==> src/rtl/counter_seq_pkg.sv <==
// Shared definitions for the counter sequencer: FSM states and default sizes.
package counter_seq_pkg;

    typedef enum logic [1:0] {
        IDLE,
        LOAD,
        RUN,
        DONE
    } seq_state_t;

    localparam int unsigned DEF_WIDTH   = 16;
    localparam int unsigned DEF_NUM_REQ = 4;

endpackage

==> src/rtl/seq_loadable_counter.sv <==
// WIDTH-bit up-counter; En gates all activity, Load selects the load value.
module seq_loadable_counter
    import counter_seq_pkg::*;
#(
    parameter int unsigned WIDTH = DEF_WIDTH
) (
    input  logic             Clock,
    input  logic             Reset,
    input  logic             Load,
    input  logic             En,
    input  logic [WIDTH-1:0] Load_Val,
    output logic [WIDTH-1:0] Count
);

    always_ff @(posedge Clock or posedge Reset) begin
        if (Reset) begin
            Count <= '0;
        end else if (En) begin
            Count <= Load ? Load_Val : Count + WIDTH'(1);
        end
    end

endmodule

==> src/rtl/counter_sequencer.sv <==
// Round-robin arbiter plus FSM sharing one loadable counter between NUM_REQ
// requesters, each running a start-to-terminal interval.
module counter_sequencer
    import counter_seq_pkg::*;
#(
    parameter int unsigned WIDTH   = DEF_WIDTH,
    parameter int unsigned NUM_REQ = DEF_NUM_REQ
) (
    input  logic                     Clock,
    input  logic                     Reset,
    input  logic [NUM_REQ-1:0]       Req,
    input  logic [NUM_REQ*WIDTH-1:0] Start_Val,
    input  logic [NUM_REQ*WIDTH-1:0] Term_Val,
    input  logic                     Abort,
    output logic [NUM_REQ-1:0]       Grant,
    output logic [NUM_REQ-1:0]       Done,
    output logic                     Aborted,
    output logic                     Busy,
    output logic [WIDTH-1:0]         Count_Out
);

    localparam int unsigned IDX_W = $clog2(NUM_REQ);

    seq_state_t         state, state_d;
    logic [IDX_W-1:0]   idx, idx_d;
    logic [IDX_W-1:0]   ptr, ptr_d;
    logic [IDX_W-1:0]   sel;
    logic               found;
    logic [WIDTH-1:0]   term_q, term_d;
    logic [WIDTH-1:0]   start_sel, term_sel;
    logic [NUM_REQ-1:0] grant_d, done_d;
    logic               abort_taken;
    logic               cnt_load, cnt_en;
    int unsigned        j;

    function automatic logic [IDX_W-1:0] wrap_inc(input logic [IDX_W-1:0] i);
        return (i == IDX_W'(NUM_REQ - 1)) ? '0 : i + 1'b1;
    endfunction

    assign start_sel = Start_Val[idx*WIDTH +: WIDTH];
    assign term_sel  = Term_Val[idx*WIDTH +: WIDTH];

    // First set request at or above the pointer, wrapping circularly.
    always_comb begin
        found = 1'b0;
        sel   = '0;
        j     = 0;
        for (int unsigned k = 0; k < NUM_REQ; k++) begin
            j = int'(ptr) + k;
            if (j >= NUM_REQ) j = j - NUM_REQ;
            if (!found && Req[j]) begin
                found = 1'b1;
                sel   = j[IDX_W-1:0];
            end
        end
    end

    always_comb begin
        state_d     = state;
        idx_d       = idx;
        ptr_d       = ptr;
        term_d      = term_q;
        cnt_load    = 1'b0;
        cnt_en      = 1'b0;
        abort_taken = 1'b0;
        done_d      = '0;
        grant_d     = '0;
        case (state)
            IDLE: begin
                if (found) begin
                    idx_d   = sel;
                    state_d = LOAD;
                end
            end
            LOAD: begin
                if (Abort) begin
                    abort_taken = 1'b1;
                end else begin
                    cnt_load = 1'b1;
                    cnt_en   = 1'b1;
                    term_d   = term_sel;
                    state_d  = RUN;
                end
            end
            RUN: begin
                if (Abort) begin
                    abort_taken = 1'b1;
                end else if (Count_Out == term_q) begin
                    state_d = DONE;
                end else begin
                    cnt_en = 1'b1;
                end
            end
            DONE: begin
                state_d = IDLE;
                ptr_d   = wrap_inc(idx);
            end
            default: state_d = IDLE;
        endcase
        // Abort outranks a terminal match; the counter is left untouched.
        if (abort_taken) begin
            state_d = IDLE;
            ptr_d   = wrap_inc(idx);
        end
        if (state == RUN && state_d == DONE) done_d[idx] = 1'b1;
        if (state_d == LOAD || state_d == RUN) grant_d[idx_d] = 1'b1;
    end

    always_ff @(posedge Clock or posedge Reset) begin
        if (Reset) begin
            state   <= IDLE;
            idx     <= '0;
            ptr     <= '0;
            term_q  <= '0;
            Grant   <= '0;
            Done    <= '0;
            Aborted <= 1'b0;
            Busy    <= 1'b0;
        end else begin
            state   <= state_d;
            idx     <= idx_d;
            ptr     <= ptr_d;
            term_q  <= term_d;
            Grant   <= grant_d;
            Done    <= done_d;
            Aborted <= abort_taken;
            Busy    <= (state_d != IDLE);
        end
    end

    seq_loadable_counter #(
        .WIDTH (WIDTH)
    ) u_counter (
        .Clock    (Clock),
        .Reset    (Reset),
        .Load     (cnt_load),
        .En       (cnt_en),
        .Load_Val (start_sel),
        .Count    (Count_Out)
    );

endmodule

==> config.mk <==
export PLATFORM = sky130hd
export DESIGN_NAME = counter_sequencer
export DESIGN_NICKNAME = d
export VERILOG_FILES = /design/src/rtl/counter_seq_pkg.sv /design/src/rtl/seq_loadable_counter.sv /design/src/rtl/counter_sequencer.sv
export SDC_FILE = /design/constraint.sdc
export NUM_CORES = 1
export LEC_CHECK = 0
export ABC_AREA = 1
export CAP_MARGIN = 20
export CORE_ASPECT_RATIO = 2
export CORE_UTILIZATION = 44
export CTS_CLUSTER_SIZE = 30
export DETAILED_ROUTE_END_ITERATION = 8
export PLACE_DENSITY_LB_ADDON = 0.2
export SYNTH_ARGS = -nofsm -noshare
export SYNTH_HDL_FRONTEND = slang
export SYNTH_SLANG_ARGS = --single-unit
==> constraint.sdc <==
create_clock -name Clock -period 2.5 [get_ports Clock]
set_input_delay 0.5 -clock Clock [delete_from_list [all_inputs] [get_ports Clock]]
set_output_delay 0.5 -clock Clock [all_outputs]
set_load 0.05 [all_outputs]
After elaboration in Yosys (flattened, before gate mapping)
Index checks and enable logic that the tools add are counted.

operators by class
  mux-type cells = 45
  reductions and logical operators = 15
  bitwise operators = 1
  shift-type cells = 2
  magnitude comparators = 12
  equal/unequal tests = 8
  $add $sub $neg = 9

operators with widths
  operator                                                                       number
  32-bit by 3-bit less-than comparator with 1-bit output, second input constant  4
  32-bit two-way mux                                                             4
  64-bit by 7-bit indexed part select with 16-bit output                         2
  2-bit two-way mux                                                              14
  16-bit by 1-bit adder with 16-bit output, second input constant                1
  16-bit equality test                                                           1
  1-bit two-way mux                                                              16
  16-bit two-way mux                                                             1
  3-bit by 3-bit subtractor with 4-bit output, second input constant             3
  2-bit equality test, second input constant                                     5
  3-bit >= comparator, second input constant                                     3
  1-bit binary-select mux with 2-bit select                                      4
  4-bit two-way mux                                                              2
  2-bit one-hot mux with 4 select lines                                          1
  2-bit by 2-bit adder with 3-bit output, second input constant                  2
  1-bit logical AND                                                              6
  2-bit by 3-bit less-than comparator with 1-bit output, second input constant   2
  1-bit demux with 2-bit select                                                  2
  2-bit by 1-bit equality test with 1-bit output, second input constant          2
  2-bit by 1-bit >= comparator with 1-bit output, second input constant          2
  2-bit nonzero test                                                             2
  2-bit by 3-bit subtractor with 4-bit output, second input constant             1
  2-bit by 1-bit adder with 3-bit output, second input constant                  1
  2-bit by 3-bit >= comparator with 1-bit output, second input constant          1
  other kinds (8)                                                                10

word-level totals
  logic and storage cells = 101
  flip-flop bits (word level) = 48
  input bits = 135
  output and inout port bits = 26

Logic depth before layout (Yosys ltp)
Gate-level depths: netlist of the first run.

  depth after elaboration = 21
  mapped depth = 15
  depth with buffers taken out = 14

By module
From an unflattened synthesis of the first run, not the netlist that was laid out.

unflattened totals
  cells, all modules = 601
  area total of the unflattened synthesis = 3866.2 µm²

modules (own cells, without submodules)
  module                times used  cells each  seq. area each (µm²)  area each (µm²)
  counter_sequencer     1           415         800.8                 2692.6
  seq_loadable_counter  1           186         400.4                 1173.6

Least setup slack after synthesis of the first run
Ideal clock, no wire load.

  path kind = reg-to-reg
  start point = reg state[1]
  end point = reg Grant[1]
  clock period less this slack = 1.964 ns
  library setup time = 0.124 ns
  stages on the path, launching flop included = 12
  required time = 2.376 ns
  buffers on the path = 1
  slack = 0.536 ns
  arrival time = 1.840 ns
  cells stage by stage = dfrtp_1 -> inv_1 -> ha_1 -> inv_1 -> nor2_2 -> inv_1 -> buf_2 -> o2111ai_1 -> nand3_1 -> ha_1 -> nand3_1 -> nor2_1

between the ends
  cells in the longest elaborated chain, start to end = 7
  elaborated cells between the ends (all ways) = 22
  those cells by class = 2 x order compare; 5 x eq/ne; 11 x mux; 4 x reduce/logical

ends and longest elaborated chain
  element                                                                                                    line                                                source
  start, declared                                                                                            counter_sequencer.sv:24                             seq_state_t state, state_d;
  start signal, assigned                                                                                     counter_sequencer.sv:120                            state <= state_d;
  2-bit zero test, or another cell as far along                                                              counter_sequencer.sv:68                             case (state)
  2-bit two-way mux, or another cell as far along                                                            counter_sequencer.sv:68
  2-bit by 3-bit less-than comparator with 1-bit output (not written as such), or another cell as far along  counter_sequencer.sv:106                            if (state_d == LOAD || state_d == RUN) grant_d[idx_d] = 1'b1;
  1-bit logical AND (not written as such) / 2-bit two-way mux (equally long branches)                        counter_sequencer.sv:106, counter_sequencer.sv:101
  1-bit two-way mux (not written as such), or another cell as far along                                      counter_sequencer.sv:106
  1-bit demux with 2-bit select / 1-bit logical OR (equally long branches)                                   counter_sequencer.sv:106
  4-bit two-way mux (*)                                                                                      counter_sequencer.sv:106
  net grant_d[1]                                                                                             counter_sequencer.sv:31                             logic [NUM_REQ-1:0] grant_d, done_d;
  end signal, assigned                                                                                       counter_sequencer.sv:124                            Grant <= grant_d;
  end, declared                                                                                              counter_sequencer.sv:15                             output logic [NUM_REQ-1:0] Grant,

Mark *: on every way through the listed nets, which the timed path passes. The rest lies on a longest branch.
A chain may end at the register's enable or synchronous reset.

Final worst setup path of the first run
  start point = reg u_counter.Count[4]
  end point = out Count_Out[4]

RTL lines
  element                 line                        source
  start, declared         seq_loadable_counter.sv:12  output logic [WIDTH-1:0] Count
  start signal, assigned  seq_loadable_counter.sv:19  Count <= Load ? Load_Val : Count + WIDTH'(1);
  end, declared           counter_sequencer.sv:19     output logic [WIDTH-1:0] Count_Out

No word-level cell between the ends.

==> results of run 1 <==
[tightest hold or removal path, stage by stage (launching register included)]
cell and delay, ns:
dfrtp_1 0.36, nand2_1 0.06, nand2_1 0.06
[metrics by stage]
step	area, um2	setup WS (ns)
floorplan	3910	0.536
global placement	5560	0.143
detailed placement	5560	0.0700
CTS	5760	0.266
global route	5760	0.117
finish	5760	0.290
[cell families after synthesis]
family | share of synthesized area
buffers and inverters | 0.0884
adders and majority gates | 0.0384
DFF | 0.307
xor gates and xnor gates | 0.0561
and+or+nand+nor | 0.360
AOI/OAI and AO/OA | 0.149
[cells in the final DEF, fill, tap and decap left out, types with 4 or more instances in the layout]
master and count:
a21oi_1 9, a31oi_1 14, buf_4 10, clkbuf_16 5, clkdlybuf4s50_1 160, dfrtp_1 47, ha_1 12, inv_1 40
inv_2 4, nand2_1 143, nand2_2 10, nand3_1 48, nor2_1 117, nor3_1 4, o21ai_0 71, o22ai_1 11
xnor2_1 7, xor2_1 18
[metal layers]
| metal | share of wire | track usage |
|---|---|---|
| met1 | 0.35 | 0.332 |
| met2 | 0.58 | 0.579 |
| met3 | 0.036 | 0.0387 |
| met4 | 0.026 | 0.110 |
| met5 | 0 | 0 |
[power groups by stage]
stage,sequential (mW),combinational (mW),clock (mW)
floorplan,1.85,2.55,0
global placement,1.57,3.96,0
detailed placement,1.58,4.06,0
CTS,1.57,4.08,0.896
global route,1.62,4.56,0.922
finish,1.57,4.08,0.889
[sequential cells by signal, summed over array words and instances, names as in the netlist]
register and count:
Aborted 1, u_counter.Count 16, term_q 16, state 2
Grant 4, Done 4, Busy 1, idx 2
ptr 2
[final timing paths]
check	slack (ns)	cells after the start	to	from
setup / recovery	0.29	1	Count_Out[4]	u_counter.Count[4]
hold / removal	0.51	2	term_q[6]	term_q[6]
setup reg to reg	0.32	10	Grant[1]	ptr[0]
hold reg to reg	0.51	2	term_q[6]	term_q[6]
max in group asynchronous	1.42	3	idx[0]	Reset
min in group asynchronous	0.55	2	term_q[8]	Reset
[area by class of cell]
type | count | area [um2] | area share
Clock inverter | 3 | 68.8 | 0.0120
Clock buffer | 5 | 125 | 0.0217
Inverter | 45 | 174 | 0.0302
Multi-Input combinational cell | 479 | 2360 | 0.411
Sequential cell | 48 | 1200 | 0.209
Timing Repair Buffer | 171 | 1700 | 0.295
Tap cell | 100 | 125 | 0.0217
==> impl_metrics.py, run 1 <==
metrics = {
    "pwr": {
        "p_leak_nw": 2.58,
        "p_sw_frac": 0.516,
        "p_seq_frac": 0.240,
        "ir_worst_vdd_uv": 701,
        "finalPower_mw": 6.54,
        "p_clk_frac": 0.136,
        "p_comb_frac": 0.624,
        "pwr_density_cell_nw_per_um2": 1140,
        "p_sw_mw": 3.37,
        "p_int_mw": 3.17,
    },
    "worst_setup_path": {
        "crit_type": "reg2out",
        "cp.arrival_ns": 1.71,
        "cp-end-kind": "output pin",
        "path_cells": "clkdlybuf4s50_1",
        "start_kind": "register",
        "slowest_delay_ns": 0.88,
        "critPathRequiredTime_ns": 2.00,
        "crit_buf_inv": 1,
        "critical_path.top_delay_family": "buffers and inverters",
        "crit_fanout": 7,
        "crit_slowest_cell": "clkdlybuf4s50_1",
    },
    "sta": {
        "max_slew_margin": 0.636,
        "finalCritPeriodShare": 0.884,
        "tightest_slew_ns": 0.545,
        "fin_tns_setup_ns": 0,
        "setup_violations": 0,
        "max_freq_mhz": 452,
        "final.setup_skew_ns": 0.00527,
        "fin_crit_ns": 2.21,
        "hold_slack_ns": 0.508,
        "rsz0062_at_grt": "no",
        "slew_violations": 0,
        "hold_violations": 0,
    },
    "yosys": {
        "synth_most_common_cell": "nand2_1",
        "synth-async-reset-ratio": 1.00,
        "ys_seq_area_frac": 0.307,
        "ys_seq_elements": 48,
        "syn_nets": 752,
        "synth-main-ff-cell": "dfrtp_1",
        "ys_types": 31,
        "netlist.area_leader.share": 0.307,
        "yosysTopAreaCell": "dfrtp_1",
        "syn_inst": 605,
        "synth_area_leaders": "dfrtp_1, nand2_1, nor2_1, o21ai_0, nand3_1",
        "yosysWarnings": 0,
        "synthTopCellsByCount": "nand2_1, nor2_1, o21ai_0",
        "synth_edf_count": 0,
        "avgSynthCellArea_um2": 6.46,
        "netlist_area_um2": 3910,
    },
    "global_routing": {
        "grt_max_degree": 41,
        "grtUsageTotal": 0.309,
        "grt_pass1_wl_mm": 21.2,
        "antenna_found_initial": 0,
        "overflow": 0,
        "grt_pass1_vias": 4474,
    },
    "clock_tree": {
        "clock_latency_ns": 0.29,
        "cts_setup_buffers": 0,
        "root_buffer": "clkbuf_16",
        "cts-resized-gates": 0,
        "cts_hold_buf": 0,
        "cts_tree": "done",
        "h-tree-depth": 2,
        "numCtsBuffers": 5,
        "clockBufferDepth": 2,
        "cts.sinks": 48,
        "clkTransAtPathRegs_ns": 0.07,
    },
    "floorplan": {
        "die_w_um": 68.6,
        "ioPinCount": 161,
        "start_util": 0.452,
        "row_count": 48,
        "die_area_um2": 9280,
        "core-area_um2": 8650,
        "die_h_um": 135,
    },
    "layout": {
        "final_cells": 851,
        "drive_above_1_share": 0.0599,
        "num-fill-cells": 773,
        "diodes": 0,
        "syn_to_final_growth_pct": 47.4,
        "final_util": 0.666,
        "nNetsFinal": 897,
    },
    "placed_design": {
        "place_hpwl_mm": 10.7,
        "port_buffers": 160,
        "dp_cells": 843,
        "gp_congestion": 0.932,
    },
    "routing": {
        "drt_iter0_markers": 247,
        "routed_wl_mm": 13.6,
        "drt_pass1_iterations": 5,
        "vias": 4488,
        "wl_per_cell_um": 16.0,
        "ant_nets": 0,
        "drc": 0,
        "via_per_inst": 5.27,
    },
    "worst_hold_path": {
        "hp-class": "reg2reg",
    },
    "run": {
        "drv_cap": 0,
    },
    "outcome": {
        "status": "finished clean",
    },
}
Power figures use the tool's default switching activity.
==> inputs of run 2 (changes only) <==
Settings changed: ABC_AREA 1 to 0, CELL_PAD_IN_SITES_DETAIL_PLACEMENT from default to 0, CELL_PAD_IN_SITES_GLOBAL_PLACEMENT from default to 1, CORE_UTILIZATION 44 to 31.
==> run 2 against run 1 <==
  * Register-to-register slack got worse by 0.26 ns
  * Clock power fell by 2%
  * Count of clock-buffer cells in the layout is the same
  * Design area shrank 0.22%
  * Sequential share of layout area grew 0.39 points
  * Critical path depth is 8 higher
  * Worst setup slack got worse by 0.23 ns
  * Clock skew grew 0.0027 ns
  * First-iteration DRC count fell by 8.5%
  * Combinational power shrank 12%
  * Sequential power decreased by 13%
==> impl_metrics.py, run 2 <==
metrics = {
    "yosys": {
        "yosysWarnings": 0,
        "syn_inst": 344,
        "synthTopCellsByCount": "nand2_1, dfrtp_1, mux4_2",
        "yosysTopAreaCell": "dfrtp_1",
        "synth_area_leaders": "dfrtp_1, mux4_2, nand2_1, ha_1, xor2_1",
        "synth-async-reset-ratio": 1.00,
        "ys_types": 49,
        "netlist.area_leader.share": 0.344,
        "ys_seq_area_frac": 0.344,
        "synth-main-ff-cell": "dfrtp_1",
        "synth_edf_count": 0,
        "synth_most_common_cell": "nand2_1",
        "ys_seq_elements": 48,
        "netlist_area_um2": 3490,
        "syn_nets": 491,
        "avgSynthCellArea_um2": 10.1,
    },
    "run": {
        "drv_cap": 0,
    },
    "layout": {
        "final_common_cell": "clkdlybuf4s50_1",
        "syn_to_final_growth_pct": 64.6,
        "layout_common_cells": "clkdlybuf4s50_1, nand2_1, buf_4, mux4_2, dfrtp_1",
        "diodes": 0,
        "multi_input_area_um2": 2160,
        "reg.largest.list": "term_q (16), u_counter.Count (16)",
        "num-fill-cells": 1050,
        "area.sequential_um2": 1220,
        "drive_above_1_share": 0.204,
        "final_cells": 670,
        "nNetsFinal": 676,
    },
    "placed_design": {
        "dp_cells": 661,
        "port_buffers": 160,
        "gp_congestion": 0.942,
        "place_hpwl_mm": 11.1,
    },
    "global_routing": {
        "grtUsageTotal": 0.240,
        "grt_pass1_vias": 4070,
        "overflow": 0,
        "grt_max_degree": 29,
        "grt_pass1_wl_mm": 21.2,
        "antenna_found_initial": 0,
    },
    "clock_tree": {
        "clockBufferDepth": 2,
        "clock_latency_ns": 0.29,
        "root_buffer": "clkbuf_16",
        "numCtsBuffers": 5,
        "h-tree-depth": 2,
        "cts_tree": "done",
        "cts.sinks": 48,
        "cts_hold_buf": 0,
        "clkTransAtPathRegs_ns": 0.07,
    },
    "worst_setup_path": {
        "crit_slowest_cell": "dfrtp_2",
        "slowest_delay_ns": 0.42,
        "start_kind": "register",
        "crit_type": "reg2reg",
        "critPathRequiredTime_ns": 2.72,
        "crit_fanout": 2,
        "worstReg2RegStart": "u_counter.Count[1]",
        "cp.arrival_ns": 2.66,
        "path_cells": "xor2_1 -> nor4_1 -> and4_4 -> a221oi_2 -> or3_1 -> ha_1 -> inv_1 -> or2_4 -> nor2b_2",
        "reg2reg_to": "Grant[2]",
        "worstRegToRegCells": 9,
        "ff2ff_setup_slack_ns": 0.06,
        "cp-end-kind": "register",
    },
    "sta": {
        "fin_crit_ns": 2.44,
        "setup_violations": 0,
        "fin_tns_setup_ns": 0,
        "finalCritPeriodShare": 0.978,
        "max_slew_margin": 0.607,
        "final.setup_skew_ns": 0.00796,
        "tightest_slew_ns": 0.587,
        "hold_violations": 0,
        "slew_violations": 0,
        "max_freq_mhz": 409,
        "rsz0062_at_grt": "yes",
    },
    "floorplan": {
        "die_h_um": 152,
        "ioPinCount": 161,
        "die_area_um2": 11700,
        "core-area_um2": 10900,
        "die_w_um": 77.0,
        "row_count": 54,
        "start_util": 0.319,
    },
    "outcome": {
        "status": "finished clean",
    },
    "routing": {
        "drc": 0,
        "wl_per_cell_um": 20.1,
        "routed_wl_mm": 13.5,
        "ant_nets": 0,
        "drt_pass1_iterations": 4,
        "drt_iter0_markers": 226,
        "via_per_inst": 5.34,
        "vias": 3577,
    },
    "worst_hold_path": {
        "hold_path_depth": 2,
        "min_from": "term_q[12]",
        "hp-class": "reg2reg",
        "holdPathEnd": "term_q[12]",
    },
    "pwr": {
        "p_leak_nw": 2.37,
        "ir_worst_vdd_uv": 673,
        "pwr_density_cell_nw_per_um2": 1010,
    },
}
## run 2: cell types whose count changed after synthesis, sizes merged, moves of 7 or more
cell,change
a31oi,-12
and3,+8
clkbuf,-7
inv,-34
mux4,+32
nand2,-84
nand2b,+10
nand3,-40
nor2,-109
nor4,+9
o21ai,-67
o22ai,-10
xnor2,-7
## run 2: how the worst max path moves through the flow
stage / slack (ns) / end / cells past startpoint / from
6_report: 0.06 / Grant[2] / 9 / u_counter.Count[1]
3_3_place_gp: 0.04 / Grant[2] / 10 / u_counter.Count[13]
3_5_place_dp: -0.0005 / Grant[2] / 9 / u_counter.Count[11]
2_1_floorplan: 0.02 / Grant[2] / 10 / u_counter.Count[1]
5_1_grt: -0.06 / Grant[2] / 10 / u_counter.Count[8]
4_1_cts: 0.002 / Grant[2] / 10 / u_counter.Count[13]
## run 2: kinds of logic after synthesis
logic type | Yosys count | share of synthesized area
AND/OR/NAND/NOR | 156 | 0.221
adder cells (fa/ha/maj) | 12 | 0.0430
flip-flops | 48 | 0.344
XOR/XNOR | 16 | 0.0402
multiplexers | 33 | 0.210
AO/OA/AOI/OAI | 45 | 0.0983
buffers and inverters | 34 | 0.0437
## run 2: timing repair
| action | in CTS | in global routing |
|---|---|---|
| endpoints found under the setup margin | 1 | 2 |
| pin swaps | 0 | 1 |
| buffers inserted | 0 | 1 |
| resized for setup | 2 | 3 |
## run 2: cell type report
cell class                 count  area share
timing repair buffer         201       0.339
clock inverter                 3      0.0120
tap                          140      0.0305
inverter                      11     0.00719
clock buffer                   5      0.0218
multi-input combinational    262       0.377
sequential                    48       0.213
## run 2: power by group
part           internal (mW)  switching (mW)  total, mW
Clock                  0.577           0.296      0.872
Combinational           1.67            1.91       3.58
Sequential              1.09           0.274       1.37
## run 2: worst max-delay path: cells and delay by family, from the launching register on
kind                     cells  cell delay [ns]
flip-flops                   1             0.42
adder cells (fa/ha/maj)      1             0.30
AND/OR/NAND/NOR              5             1.39
XOR/XNOR                     1             0.16
buffers and inverters        1             0.04
AO/OA/AOI/OAI                1             0.07
## run 2: per-stage QoR
stage,total power [mW],setup WS (ns),cell area (um2),hold slack (ns),utilization
2_1_floorplan,3.55,0.0162,3520,0.465,-
3_3_place_gp,4.91,0.0404,5530,0.479,0.505
3_5_place_dp,4.93,-0.000520,5530,0.483,0.505
4_1_cts,5.84,0.00194,5730,0.500,0.523
5_1_grt,6.21,-0.0606,5740,0.527,0.525
6_report,5.82,0.0551,5740,0.494,0.525
## run 2: routing by layer
layer | GRT usage | share of wire | up-vias
li1 | - | - | 1653
met1 | 0.239 | 0.32 | 1730
met2 | 0.466 | 0.58 | 156
met3 | 0.0252 | 0.044 | 38
met4 | 0.132 | 0.054 | 0
met5 | 0 | 0 | -
==> inputs of run 3 (changes only) <==
Settings changed: RECOVER_POWER from default to 25.
==> run 3 against run 2 <==
  * Critical path depth unchanged
  * Routed wire length increased by 0.35%
  * Clock skew about the same
  * Die area unchanged
  * Flip-flop and latch count unchanged
  * Non-clock buffer count unchanged
  * Power about the same
  * Critical path type unchanged
  * Global-route usage unchanged
  * Highest routed layer unchanged
  * Worst setup slack about the same
  * Sequential share of layout area increased by 0.056 points
==> impl_metrics.py, run 3 (synthesized netlist as in run 2, its figures left out) <==
metrics = {
    "outcome": {
        "status": "finished clean",
    },
    "clock_tree": {
        "clkTransAtPathRegs_ns": 0.07,
        "cts_hold_buf": 0,
        "cts_tree": "done",
        "h-tree-depth": 2,
        "numCtsBuffers": 5,
        "cts.sinks": 48,
        "clockBufferDepth": 2,
        "root_buffer": "clkbuf_16",
        "clock_latency_ns": 0.29,
    },
    "floorplan": {
        "die_w_um": 77.0,
        "die_area_um2": 11700,
        "die_h_um": 152,
        "row_count": 54,
        "ioPinCount": 161,
        "core-area_um2": 10900,
        "start_util": 0.319,
    },
    "worst_setup_path": {
        "crit_fanout": 2,
        "start_kind": "register",
        "cp-end-kind": "register",
        "crit_slowest_cell": "dfrtp_2",
        "slowest_delay_ns": 0.42,
        "path_cells": "xor2_1 -> nor4_1 -> and4_4 -> a221oi_2 -> or3_1 -> ha_1 -> inv_1 -> or2_4 -> nor2b_2",
        "critPathRequiredTime_ns": 2.72,
        "cp.arrival_ns": 2.66,
        "crit_type": "reg2reg",
    },
    "pwr": {
        "p_leak_nw": 2.37,
        "finalPower_mw": 5.82,
        "ir_worst_vdd_uv": 673,
        "pwr_density_cell_nw_per_um2": 1020,
    },
    "global_routing": {
        "grtUsageTotal": 0.240,
        "grt_pass1_wl_mm": 21.2,
        "grt_max_degree": 29,
        "overflow": 0,
        "grt_pass1_vias": 4070,
        "antenna_found_initial": 0,
    },
    "routing": {
        "drt_pass1_iterations": 4,
        "routed_wl_mm": 13.5,
        "vias": 3586,
        "ant_nets": 0,
        "wl_per_cell_um": 20.2,
        "drc": 0,
        "via_per_inst": 5.35,
        "drt_iter0_markers": 228,
    },
    "sta": {
        "setup_violations": 0,
        "max_slew_margin": 0.432,
        "hold_slack_ns": 0.494,
        "fin_crit_ns": 2.44,
        "tightest_slew_ns": 0.851,
        "rsz0062_at_grt": "yes",
        "hold_violations": 0,
        "fin_tns_setup_ns": 0,
        "final.setup_skew_ns": 0.00796,
        "finalCritPeriodShare": 0.978,
        "slew_violations": 0,
        "max_freq_mhz": 409,
    },
    "layout": {
        "drive_above_1_share": 0.202,
        "reg.largest.list": "term_q (16), u_counter.Count (16)",
        "layout_common_cells": "clkdlybuf4s50_1, nand2_1, buf_4, mux4_2, dfrtp_1",
        "diodes": 0,
        "nNetsFinal": 676,
        "final_common_cell": "clkdlybuf4s50_1",
        "final_util": 0.523,
        "syn_to_final_growth_pct": 64.2,
        "final_cells": 670,
    },
    "placed_design": {
        "port_buffers": 160,
        "dp_cells": 661,
        "place_hpwl_mm": 11.1,
        "gp_congestion": 0.942,
    },
    "worst_hold_path": {
        "hp-class": "reg2reg",
    },
    "run": {
        "drv_cap": 0,
    },
}
run 3: changes by cell type in the layout (fill, tap and decap cells not counted):
cell | previous run | this run
buf_12 | 3 | 2
clkdlybuf4s50_1 | 160 | 159
inv_1 | 10 | 11
inv_2 | 1 | 0
dlygate4sd3_1 | 0 | 1
clkbuf_2 | 0 | 1
run 3: metal layers:
| layer | up-vias | share of wire | track usage |
|---|---|---|---|
| met4 | 0 | 0.051 | 0.132 |
| met5 | - | 0 | 0 |
| met2 | 153 | 0.58 | 0.466 |
| li1 | 1654 | - | - |
| met3 | 36 | 0.047 | 0.0252 |
| met1 | 1743 | 0.32 | 0.239 |
run 3: layout make-up:
cell class / count / area, um2
flip-flops and latches: 48 / 1220
clock buffers: 5 / 125
clock inverters: 3 / 68.8
well taps: 140 / 175
fillers: 1052 / 5220
multi-input cells: 262 / 2160
repair buffers: 201 / 1930
inverters: 11 / 41.3
run 3: final timing paths:
kind | from | end | slack, ns | cells after the start
min reg2reg | term_q[12] | term_q[12] | 0.49 | 2
max reg2reg | u_counter.Count[1] | Grant[2] | 0.06 | 9
max in group asynchronous | Reset | u_counter.Count[0] | 0.43 | 3
min in group asynchronous | Reset | u_counter.Count[6] | 0.82 | 2
min | term_q[12] | term_q[12] | 0.49 | 2
max | u_counter.Count[1] | Grant[2] | 0.06 | 9
run 3: stage by stage:
stage / setup slack, ns / instance area (um2)
2_1_floorplan: 0.0162 / 3520
3_3_place_gp: 0.0404 / 5530
3_5_place_dp: -0.000520 / 5530
4_1_cts: 0.00194 / 5730
5_1_grt: -0.0606 / 5730
6_report: 0.0550 / 5730
run 3: report_power, final:
part / switching, mW / internal, mW
Combinational: 1.91 / 1.67
Clock: 0.296 / 0.577
Sequential: 0.276 / 1.09
run 3: what timing repair did:
action / in CTS / in global routing
resized for setup: 2 / 3
setup buffers: 0 / 1
hold endpoints to repair: 0 / 0
pin swaps: 0 / 1
setup endpoints to repair: 1 / 2
run 3: worst max-delay path, delay by kind of cell, from the launching register on:
kind	cells	cell delay [ns]
AND/OR/NAND/NOR	5	1.39
flip-flops	1	0.42
XOR/XNOR	1	0.16
adder cells (fa/ha/maj)	1	0.30
AO/OA/AOI/OAI	1	0.07
buffers and inverters	1	0.04
